## src/rtl/vga_timing_gen.sv

```systemverilog
// VGA raster timing generator with linear frame-buffer fetch, optional 2x
// pixel/line doubling, built-in test patterns and latency-matched sync/DE.
module vga_timing_gen #(
    parameter int unsigned H_ACTIVE = 640,
    parameter int unsigned H_FP     = 16,
    parameter int unsigned H_SYNC   = 96,
    parameter int unsigned H_BP     = 48,
    parameter int unsigned V_ACTIVE = 480,
    parameter int unsigned V_FP     = 10,
    parameter int unsigned V_SYNC   = 2,
    parameter int unsigned V_BP     = 33,
    parameter int unsigned ADDR_W   = 19,
    parameter int unsigned RD_LAT   = 1,
    parameter bit          HS_POL   = 1'b0,
    parameter bit          VS_POL   = 1'b0
) (
    input  logic              clk,
    input  logic              rstn,
    input  logic              en,
    input  logic [1:0]        mode,
    input  logic              scale2x,
    input  logic [ADDR_W-1:0] base_addr,
    output logic              rd_en,
    output logic [ADDR_W-1:0] rd_addr,
    input  logic [11:0]       rd_data,
    output logic [3:0]        red,
    output logic [3:0]        grn,
    output logic [3:0]        blu,
    output logic              hsync,
    output logic              vsync,
    output logic              de,
    output logic              frame_start,
    output logic              line_start
);

    localparam int unsigned H_TOTAL = H_ACTIVE + H_FP + H_SYNC + H_BP;
    localparam int unsigned V_TOTAL = V_ACTIVE + V_FP + V_SYNC + V_BP;
    // At least 6 bits so the checker pattern can always use bit 5.
    localparam int unsigned HW = ($clog2(H_TOTAL) > 6) ? $clog2(H_TOTAL) : 6;
    localparam int unsigned VW = ($clog2(V_TOTAL) > 6) ? $clog2(V_TOTAL) : 6;

    localparam logic [HW-1:0] H_LAST     = HW'(H_TOTAL - 1);
    localparam logic [HW-1:0] H_ACT      = HW'(H_ACTIVE);
    localparam logic [HW-1:0] H_ACT_LAST = HW'(H_ACTIVE - 1);
    localparam logic [HW-1:0] H_SYN_S    = HW'(H_ACTIVE + H_FP);
    localparam logic [HW-1:0] H_SYN_E    = HW'(H_ACTIVE + H_FP + H_SYNC);
    localparam logic [HW-1:0] BAR_W      = HW'(H_ACTIVE / 8);
    localparam logic [VW-1:0] V_LAST     = VW'(V_TOTAL - 1);
    localparam logic [VW-1:0] V_ACT      = VW'(V_ACTIVE);
    localparam logic [VW-1:0] V_SYN_S    = VW'(V_ACTIVE + V_FP);
    localparam logic [VW-1:0] V_SYN_E    = VW'(V_ACTIVE + V_FP + V_SYNC);
    localparam logic [ADDR_W-1:0] HALF_LINE = ADDR_W'(H_ACTIVE / 2);

    typedef struct packed {
        logic        hs;
        logic        vs;
        logic        de;
        logic        fs;
        logic        ls;
        logic        mem;
        logic [11:0] pat;
    } stageT;

    localparam stageT IDLE_ST = '{hs: ~HS_POL, vs: ~VS_POL, de: 1'b0, fs: 1'b0, ls: 1'b0,
                                  mem: 1'b0, pat: 12'h000};

    logic [HW-1:0]     hCnt;
    logic [VW-1:0]     vCnt;
    logic [1:0]        modeReg;
    logic              scaleReg;
    logic [ADDR_W-1:0] addrPtr, addrNext;
    logic [ADDR_W-1:0] lineBase, lineBaseNext;
    stageT             dly [RD_LAT+1];
    stageT             st0;
    stageT             outSt;

    logic              origin, active, memRd, lineEnd, scaleCur;
    logic [1:0]        modeCur;
    logic [ADDR_W-1:0] addrCur, lineBaseCur;
    logic [2:0]        barIdx;
    logic [11:0]       pat;

    // Frame settings are taken live at the origin, otherwise from the latched copy.
    always_comb begin
        origin      = (hCnt == '0) && (vCnt == '0);
        modeCur     = origin ? mode : modeReg;
        scaleCur    = origin ? scale2x : scaleReg;
        addrCur     = origin ? base_addr : addrPtr;
        lineBaseCur = origin ? base_addr : lineBase;
        active      = en && (hCnt < H_ACT) && (vCnt < V_ACT);
        memRd       = active && (modeCur == 2'd0);
        lineEnd     = (hCnt == H_ACT_LAST);
    end

    // Raster counters; held at the origin while disabled.
    always_ff @(posedge clk or negedge rstn) begin
        if (!rstn) begin
            hCnt <= '0;
            vCnt <= '0;
        end else if (!en) begin
            hCnt <= '0;
            vCnt <= '0;
        end else if (hCnt == H_LAST) begin
            hCnt <= '0;
            vCnt <= (vCnt == V_LAST) ? '0 : vCnt + VW'(1);
        end else begin
            hCnt <= hCnt + HW'(1);
        end
    end

    // Latch mode and scaling once per frame.
    always_ff @(posedge clk or negedge rstn) begin
        if (!rstn) begin
            modeReg  <= 2'd0;
            scaleReg <= 1'b0;
        end else if (en && origin) begin
            modeReg  <= mode;
            scaleReg <= scale2x;
        end
    end

    // Next read address; doubled mode replays each source line twice.
    always_comb begin
        addrNext     = addrPtr;
        lineBaseNext = lineBase;
        if (en && origin) lineBaseNext = base_addr;
        if (active) begin
            if (!scaleCur) begin
                addrNext = addrCur + ADDR_W'(1);
            end else begin
                addrNext = hCnt[0] ? addrCur + ADDR_W'(1) : addrCur;
                if (lineEnd) begin
                    if (!vCnt[0]) begin
                        addrNext = lineBaseCur;
                    end else begin
                        lineBaseNext = lineBaseCur + HALF_LINE;
                        addrNext     = lineBaseCur + HALF_LINE;
                    end
                end
            end
        end
    end

    // Address pointer state.
    always_ff @(posedge clk or negedge rstn) begin
        if (!rstn) begin
            addrPtr  <= '0;
            lineBase <= '0;
        end else begin
            addrPtr  <= addrNext;
            lineBase <= lineBaseNext;
        end
    end

    // Stage 1: memory read request.
    always_ff @(posedge clk or negedge rstn) begin
        if (!rstn) begin
            rd_en   <= 1'b0;
            rd_addr <= '0;
        end else begin
            rd_en <= memRd;
            if (memRd) rd_addr <= addrCur;
        end
    end

    // Test-pattern pixel ({B,G,R}) for the current raster position.
    always_comb begin
        pat    = 12'h000;
        barIdx = 3'(hCnt / BAR_W);
        case (modeCur)
            2'd1: begin
                case (barIdx)
                    3'd0:    pat = 12'hFFF;
                    3'd1:    pat = 12'h0FF;
                    3'd2:    pat = 12'hFF0;
                    3'd3:    pat = 12'h0F0;
                    3'd4:    pat = 12'hF0F;
                    3'd5:    pat = 12'h00F;
                    3'd6:    pat = 12'hF00;
                    default: pat = 12'h000;
                endcase
            end
            2'd2:    pat = (hCnt[5] ^ vCnt[5]) ? 12'hFFF : 12'h000;
            2'd3:    pat = 12'hF00;
            default: pat = 12'h000;
        endcase
    end

    // Raw control and pattern bundle entering the delay line.
    always_comb begin
        st0     = IDLE_ST;
        st0.hs  = (en && hCnt >= H_SYN_S && hCnt < H_SYN_E) ? HS_POL : ~HS_POL;
        st0.vs  = (en && vCnt >= V_SYN_S && vCnt < V_SYN_E) ? VS_POL : ~VS_POL;
        st0.de  = active;
        st0.fs  = active && origin;
        st0.ls  = active && (hCnt == '0);
        st0.mem = (modeCur == 2'd0);
        st0.pat = active ? pat : 12'h000;
    end

    // Delay line matching the read request plus memory latency.
    always_ff @(posedge clk or negedge rstn) begin
        if (!rstn) begin
            for (int i = 0; i <= int'(RD_LAT); i++) dly[i] <= IDLE_ST;
        end else begin
            dly[0] <= st0;
            for (int i = 1; i <= int'(RD_LAT); i++) dly[i] <= dly[i-1];
        end
    end

    assign outSt = dly[RD_LAT];

    // Output register; colour is blanked outside the display window.
    always_ff @(posedge clk or negedge rstn) begin
        if (!rstn) begin
            hsync       <= ~HS_POL;
            vsync       <= ~VS_POL;
            de          <= 1'b0;
            frame_start <= 1'b0;
            line_start  <= 1'b0;
            {blu, grn, red} <= 12'h000;
        end else begin
            hsync       <= outSt.hs;
            vsync       <= outSt.vs;
            de          <= outSt.de;
            frame_start <= outSt.fs;
            line_start  <= outSt.ls;
            if (!outSt.de)       {blu, grn, red} <= 12'h000;
            else if (outSt.mem)  {blu, grn, red} <= rd_data;
            else                 {blu, grn, red} <= outSt.pat;
        end
    end

endmodule
```

## config.mk

```make
export PLATFORM = sky130hd
export DESIGN_NAME = vga_timing_gen
export DESIGN_NICKNAME = d
export VERILOG_FILES = /design/src/rtl/vga_timing_gen.sv
export SDC_FILE = /design/constraint.sdc
export NUM_CORES = 1
export LEC_CHECK = 0
export CAP_MARGIN = 15
export CORE_MARGIN = 3
export CORE_UTILIZATION = 58
export DETAILED_ROUTE_END_ITERATION = 12
export PLACE_DENSITY_LB_ADDON = 0.3
export SLEW_MARGIN = 0
export SYNTH_ARGS = -nofsm -noshare
export SYNTH_HDL_FRONTEND = slang
export SYNTH_SLANG_ARGS = --single-unit
export TNS_END_PERCENT = 1
```

## constraint.sdc

```tcl
create_clock -name clk -period 5.7 [get_ports clk]
set_input_delay 0.57 -clock clk [delete_from_list [all_inputs] [get_ports clk]]
set_output_delay 0.57 -clock clk [all_outputs]
set_load 0.01 [all_outputs]
```

; ---- Word level (Yosys, flattened, before mapping)
; Index checks and enable logic that the tools add are counted.
; Widths: inputs -> output; s select.
[op_classes]
n_addsub = 4
div = 1
order_cmp = 6
n_eq_ne = 13
muxes = 30
n_bitwise = 1
reduce_logical = 15
[ops]
columns = cell, n
row1 = $mux 19, 11
row2 = $pmux 12 s7, 1
row3 = $mux 10, 5
row4 = $pmux 12 s3, 1
row5 = $eq 10x10->1 const B, 3
row6 = $mux 12, 2
row7 = $mux 4, 6
row8 = $add 10x1->10 const B, 2
row9 = $logic_not 10->1, 2
row10 = $lt 10x10->1 const B, 2
row11 = $lt 10x9->1 const B, 2
row12 = $add 19x1->19 const B, 1
row13 = $add 19x9->19 const B, 1
row14 = $logic_and 1x1->1, 11
row15 = $div 10x7->10 const B, 1
row16 = $ge 10x10->1 const B, 1
row17 = $ge 10x9->1 const B, 1
row18 = $eq 3x3->1 const B, 3
row19 = $eq 3x2->1 const B, 2
row20 = $eq 2x2->1 const B, 2
row21 = $eq 3x1->1 const B, 1
row22 = $logic_not 3->1, 1
row23 = $mux 1, 3
row24 = $eq 2x1->1 const B, 1
row25 = other kinds (4), 4
[word_totals]
ff_bits = 134
inputBits = 37
out_inout_bits = 37

; ---- Depth between registers and ports, before layout
; Gate-level depths: netlist of the first run.
[logic_depth]
ltp_word = 8
ltp_mapped = 20
ltp_nobuf = 16

; ---- Least setup slack after synthesis of the first run
; OpenSTA, ideal clock, no wires.
[synth_path]
kind = register to register
from = reg vCnt[0]
to = reg addrPtr[18]
setup_ps = 99
t_arrival_ps = 3826
required_ps = 5601
path_slack_ps = 1774
stages_incl_launch_ff = 21
n_path_buf = 4
synth_period_minus_slack_ps = 3926
path_cell_list = dfrtp_1 clkinv_1 ha_1 nor2b_1 and3_1 buf_4 buf_4 buf_6 nand2_1 clkbuf_1 nand2_1 nand2_1 ha_1 and4_1 nand2_1 nor3_2 o22ai_2 nor4_4 nand2_1 xor2_1 a311oi_1
[synth_via]
elab_chain_len = 7
word_cells_on_any_way = 13
[synth_rtl]
columns = element, line
row1 = "start, declared", 68  ; logic [VW-1:0] vCnt;
row2 = "start signal, assigned", 105  ; vCnt <= (vCnt == V_LAST) ? '0 : vCnt + VW'(1);
row3 = $logic_not 10->1 (*), 85  ; origin = (hCnt == '0) && (vCnt == '0);
row4 = $logic_and 1x1->1 (*), 85
row5 = $mux 19 (*), 88  ; addrCur = origin ? base_addr : addrPtr;
row6 = net addrCur[0], 79  ; logic [ADDR_W-1:0] addrCur, lineBaseCur;
row7 = $add 19x1->19 (*), "129, 131"
row8 = $mux 19, 131  ; addrNext = hCnt[0] ? addrCur + ADDR_W'(1) : addrCur;
row9 = $mux 19, 132  ; if (lineEnd) begin
row10 = $mux 19 (*), 128  ; if (!scaleCur) begin
row11 = "end signal, assigned", 150  ; addrPtr <= addrNext;
row12 = "end, declared", 71  ; logic [ADDR_W-1:0] addrPtr, addrNext;
; Mark *: on every way through the listed nets, which the timed path passes. The rest lies on a longest branch.
; A chain may end at the register's enable or synchronous reset.

; ---- Worst setup path in the final report of the first run
; Ends and elaborated chain as after synthesis.

==> results of run 1 <==
cells by family (layout without fill, tap and decap cells):
family                   after synthesis  after routing  synth area share
AO/OA/AOI/OAI                        223            223             0.198
multiplexers                          25             25            0.0362
AND/OR/NAND/NOR                      367            367             0.252
XOR/XNOR                              44             44            0.0542
flip-flops                           116            116             0.409
buffers and inverters                 58            133            0.0403
adder cells (fa/ha/maj)                6              6            0.0106
placed cells by master, fill, tap and decap left out, drive strengths merged, types with 18 or more instances in the layout:
master	instances
a21oi	63
nand2	135
dfrtp	110
xor2	18
o21ai	59
xnor2	26
mux2i	19
nand3	34
nor2	87
clkbuf	19
clkdlybuf4s50	72
nor3	36
synth_stat cells, types with 8 or more instances:
| library cell | n | area [µm²] |
|---|---|---|
| nand2_1 | 135 | 507 |
| dfrtp_1 | 110 | 2750 |
| nor2_1 | 87 | 327 |
| a21oi_1 | 63 | 315 |
| o21ai_0 | 55 | 275 |
| nand3_1 | 33 | 165 |
| nor3_1 | 31 | 155 |
| clkbuf_1 | 28 | 105 |
| xnor2_1 | 26 | 228 |
| mux2i_1 | 19 | 190 |
| xor2_1 | 18 | 158 |
| a21boi_0 | 16 | 120 |
| a31oi_1 | 16 | 100 |
| and3_1 | 15 | 93.8 |
| nand2b_1 | 15 | 93.8 |
| inv_1 | 10 | 37.5 |
| a22oi_1 | 8 | 60.1 |
| nand4_1 | 8 | 50.1 |
worst reg2reg max path: stages, from the launching register on:
cell and delay, ns:
dfrtp_1 0.68, clkinv_1 0.43, ha_1 0.31, nor2b_1 0.15, and3_1 0.16, nand2_1 0.08
buf_4 0.26, nand2_1 0.10, nand2_1 0.10, ha_1 0.27, and4_1 0.25, nand2_1 0.07
nor3_2 0.18, o22ai_2 0.18, nor4_4 0.37, nand2_1 0.12, xor2_1 0.19, a311oi_1 0.36
metal layers:
| layer | track usage | vias to the layer above | routed length [µm] |
|---|---|---|---|
| li1 | - | 3118 | - |
| met1 | 0.453 | 3319 | 9110 |
| met2 | 0.516 | 395 | 10000 |
| met3 | 0.0974 | 68 | 2190 |
| met4 | 0.133 | 0 | 645 |
| met5 | 0 | - | 0 |
state kept, by name, indices dropped and copies added, names as in the netlist, 2 cells and up:
register	cells
modeReg	2
dly	18
red	4
grn	4
rd_addr	19
lineBase	19
addrPtr	19
hCnt	10
blu	4
vCnt	10
worst paths after layout:
path	to	slack, ns	cells after the start
worst min register to register	dly[3]	0.34	0
max in group asynchronous	lineBase[4]	4.26	2
min in group clk	dly[3]	0.34	0
worst min-delay path	blu[2]	0.30	1
worst max-delay path	addrPtr[18]	1.31	17
worst max register to register	addrPtr[18]	1.31	17
where the power goes:
part	total, mW	internal [mW]	switching, mW
registers	1.15	0.999	0.151
clock network	1.12	0.715	0.406
logic	0.939	0.415	0.524
total	3.21	2.13	1.08
area by class of cell:
cell class	instances	area, µm²	area share
Clock buffer	19	453	0.0531
Clock inverter	13	170	0.0200
Inverter	12	45.0	0.00528
Multi-Input combinational cell	665	3920	0.460
Sequential cell	116	2910	0.341
Tap cell	143	179	0.0210
Timing Repair Buffer	89	848	0.0995
through the flow:
step / hold slack, ns / utilization
floorplan: 0.274 / -
global placement: 0.333 / 0.675
detailed placement: 0.336 / 0.675
CTS: 0.343 / 0.728
global route: 0.348 / 0.728
finish: 0.302 / 0.728
==> flow_summary_export.csv, run 1 <==
group,metric,value,unit
critical_path,worstSetupStartpoint,"vCnt[0]",
grt,gr-total-overflow,0,
finish,drive_gt1_frac,0.0908,
sta,setup_viol,0,
sta,finalClockSkew,0.00736,ns
route,post_drt_wl_per_cell,20.8,µm
clock_tree,path_clk_slew,0.06,ns
floorplan,die_w,117,µm
flow_run,cap_violations,0,
clock_tree,ctsResizeCount,0,
sta,period_minus_slack,4.39,ns
sta,hold_violations,0,
power_and_ir_drop,power,3.21,mW
clock_tree,numCtsBuffers,17,
critical_path,worstReg2RegStart,"vCnt[0]",
clock_tree,cts_buffer_depth,2,
clock_tree,postCtsSetupRepairBufs,0,
critical_path,path_delay_family,"simple AND/OR/NAND/NOR gates",
synthesis,yosys_most_used_dff,"dfrtp_1",
route,routed-via-count,6900,
sta,rsz0062_at_grt,"false",
clock_tree,cts_hold_buf,0,
finish,nNetsFinal,944,
route,drt_wl_total,22000,µm
critical_path,startpoint_type,"register",
synthesis,synth_edf_count,0,
synthesis,synthesis.area,7110,µm²
grt,grt_pass1_wl,35000,µm
sta,setup_tns,0,ns
sta,slew_headroom,0.188,
worst_hold_path,hold_class,"input pin to async pin",
route,firstDrtPassIters,6,
synthesis,synth-seq-cells,116,
critical_path,crit_type,"register to register",
route,antenna_left,0,
route,via_per_inst,6.53,
sta,finalCritPeriodShare,0.770,
critical_path,critPathBufInv,2,
floorplan,row_count,39,
floorplan,pin_count,74,
critical_path,worstPathCellList,"clkinv_1, ha_1, nor2b_1, and3_1, nand2_1, buf_4, nand2_1, nand2_1, ha_1, and4_1, nand2_1, nor3_2, o22ai_2, nor4_4, nand2_1, xor2_1, a311oi_1",
clock_tree,cts_tree,"built",
grt,grt_pass1_vias,6545,
finish,antenna-diode-count,0,
critical_path,crit_slowest_cell,"dfrtp_1",
run_status,status,"finished, final reports clean",
synthesis,synth_cells,839,
route,post-route-drc-count,0,
critical_path,cp_max_fo,18,
finish,area_growth,19.9,%
synthesis,async_reset_ff_frac,1.00,
power_and_ir_drop,vdd_drop_max,207,µV
synthesis,synth_seq_area_share,0.409,
synthesis,postSynthAreaPerCell,8.48,µm²
clock_tree,cts.sinks,116,
synthesis,synth_nets,882,
place,dpl.hpwl,15100,µm
critical_path,slowest_delay,0.68,ns
synthesis,yosysWarnings,0,
place,place_inst,1025,
floorplan,initial_core_util,0.607,
synthesis,synth.distinct_cells,69,
clock_tree,clock_latency,0.42,ns
sta,worst_slew_pin_slew,1.22,ns
place,gp_congestion,0.987,
sta,fin_ws,1.31,ns
power_and_ir_drop,leakagePower,3.54,nW
grt,track_usage,0.337,
critical_path,arrival,4.68,ns
place,pre_cts_ws,1.43,ns
grt,antenna_found_initial,0,
sta,max_freq,228,MHz
critical_path,critPathMostFrequentCell,"nand2_1",
floorplan,core,11700,µm²
finish,fin_area,8530,µm²
finish,instances_no_fill,1057,
grt,grt_max_degree,79,
clock_tree,htreeDepth,4,
power_and_ir_drop,p_per_area,377,nW/µm²
finish,fillers,889,
critical_path,crit_required,5.99,ns
place,numPortBuffers,73,
route,drt_iter0_markers,850,
floorplan,die_y,117,µm
floorplan,dieArea,13600,µm²
sta,slew_viol_final,0,
critical_path,cp-end-kind,"register",
clock_tree,root_buffer,"clkbuf_16",
place,dpl_cell_area,7910,µm²
(Power assumes the default switching activity.)
==> run 2: changes to the inputs <==
==> constraint.sdc (replaced) <==
create_clock -name clk -period 4.33 [get_ports clk]
set_input_delay 0.433 -clock clk [delete_from_list [all_inputs] [get_ports clk]]
set_output_delay 0.433 -clock clk [all_outputs]
set_load 0.01 [all_outputs]
==> flow_summary_export.csv, run 2 (synthesis gave the netlist of run 1 again) <==
group,metric,value,unit
route,routed-via-count,6910,
finish,instances_no_fill,1067,
sta,finalClockSkew,0.00488,ns
route,post-route-drc-count,0,
floorplan,row_count,39,
floorplan,dieArea,13600,µm²
power_and_ir_drop,leakagePower,3.56,nW
critical_path,crit_type,"register to register",
clock_tree,cts_tree,"built",
critical_path,startpoint_type,"register",
clock_tree,cts.sinks,116,
grt,grt_pass1_wl,33700,µm
route,post_drt_wl_per_cell,19.9,µm
sta,max_freq,263,MHz
sta,worst_slew_pin_slew,1.00,ns
route,via_per_inst,6.48,
sta,slew_viol_final,0,
critical_path,crit_required,4.65,ns
finish,antenna-diode-count,0,
clock_tree,clock_latency,0.42,ns
critical_path,cp_max_fo,10,
place,numPortBuffers,73,
grt,grt_max_degree,69,
clock_tree,ctsResizeCount,0,
sta,fin_ws,0.534,ns
route,firstDrtPassIters,6,
worst_hold_path,whs_path_depth,0,
finish,fin_area,8560,µm²
sta,hold_violations,0,
place,dpl.hpwl,14400,µm
sta,setup_tns,0,ns
floorplan,die_w,117,µm
finish,drive_gt1_frac,0.0996,
power_and_ir_drop,p_per_area,480,nW/µm²
clock_tree,root_buffer,"clkbuf_16",
place,place_inst,1034,
grt,track_usage,0.319,
critical_path,crit_path_end,"addrPtr[18]",
place,dpl_cell_area,7970,µm²
critical_path,r2r-end,"addrPtr[18]",
sta,period_minus_slack,3.80,ns
route,drt_iter0_markers,1012,
critical_path,critPathMostFrequentCell,"nand2_1",
critical_path,rr_worst_depth,16,
sta,finalCritPeriodShare,0.877,
clock_tree,postCtsSetupRepairBufs,0,
floorplan,pin_count,74,
finish,area_growth,20.3,%
place,gp_congestion,0.963,
power_and_ir_drop,power,4.11,mW
critical_path,arrival,4.12,ns
worst_hold_path,hold_start,"dly[33]",
finish,final_util,0.731,
clock_tree,cts_hold_buf,1,
floorplan,core,11700,µm²
critical_path,cp-end-kind,"register",
clock_tree,path_clk_slew,0.06,ns
finish,top_regs,"addrPtr x19, lineBase x19, rd_addr x19",
critical_path,reg2reg_slack,0.53,ns
sta,slew_headroom,0.331,
route,drt_wl_total,21200,µm
grt,grt_pass1_vias,6475,
critical_path,worstSetupStartpoint,"vCnt[0]",
flow_run,cap_violations,0,
critical_path,crit_slowest_cell,"nor4_4",
grt,gr-total-overflow,0,
floorplan,initial_core_util,0.607,
clock_tree,numCtsBuffers,17,
clock_tree,htreeDepth,4,
finish,final_cell_mix,"nand2_1 (135), dfrtp_1 (110), nor2_1 (87)",
grt,antenna_found_initial,0,
sta,rsz0062_at_grt,"false",
sta,hold-worst-slack,0.348,ns
critical_path,worstPathCellList,"clkinv_1, ha_1, nor2b_1, and3_1, nand2_1, nand2_1, nand2_1, ha_1, and4_1, nand2_1, nor3_2, o22ai_2, nor4_4, nand2_1, xor2_1, a311oi_1",
floorplan,die_y,117,µm
run_status,status,"finished, final reports clean",
sta,setup_viol,0,
worst_hold_path,hold_class,"register to register",
route,antenna_left,0,
critical_path,slowest_delay,0.39,ns
finish,nNetsFinal,954,
power_and_ir_drop,vdd_drop_max,267,µV
place,pre_cts_ws,0.607,ns
finish,layout_commonest_cell,"nand2_1",
critical_path,worstReg2RegStart,"vCnt[0]",
clock_tree,cts_buffer_depth,2,
run 2: cell count changes in the layout (fill, tap and decap cells not counted), sizes merged:
cell	delta
buf	+9
bufinv	-2
clkinv	+1
clkinvlp	+1
dlygate4sd3	+1
run 2: critical path, delay by kind of cell, from the launching register on:
| family | cells | cell delay (ns) |
|---|---|---|
| compound gates | 2 | 0.42 |
| xor+xnor | 1 | 0.17 |
| flops | 1 | 0.35 |
| buf+inv | 1 | 0.27 |
| fa+ha+maj | 2 | 0.58 |
| simple gates | 10 | 1.89 |
run 2: area by class of cell:
| cell class | count | area, µm² |
|---|---|---|
| multi-input combinational | 665 | 3920 |
| fill | 877 | 3150 |
| sequential | 116 | 2910 |
| timing repair buffer | 99 | 926 |
| clock buffer | 19 | 453 |
| tap | 143 | 179 |
| clock inverter | 13 | 123 |
| inverter | 12 | 45.0 |
run 2: power by group:
| part | switching (mW) | internal [mW] | total (mW) |
|---|---|---|---|
| registers | 0.186 | 1.32 | 1.50 |
| logic | 0.693 | 0.562 | 1.25 |
| clock network | 0.533 | 0.823 | 1.36 |
| total | 1.41 | 2.70 | 4.11 |
run 2: worst min-delay path by stage:
stage,to,slack (ns)
2_1_floorplan,addrPtr[0],0.14
3_3_place_gp,blu[3],0.26
3_5_place_dp,blu[0],0.26
4_1_cts,dly[10],0.35
5_1_grt,dly[3],0.36
6_report,dly[15],0.35
run 2: metal layers:
layer  vias to the layer above  part of all wire  global-route usage
met2                       446              0.45               0.493
met3                        75              0.11              0.0746
met4                         0             0.028               0.111
met1                      3251              0.41               0.443
met5                         -                 0                   0
li1                       3138                 -                   -
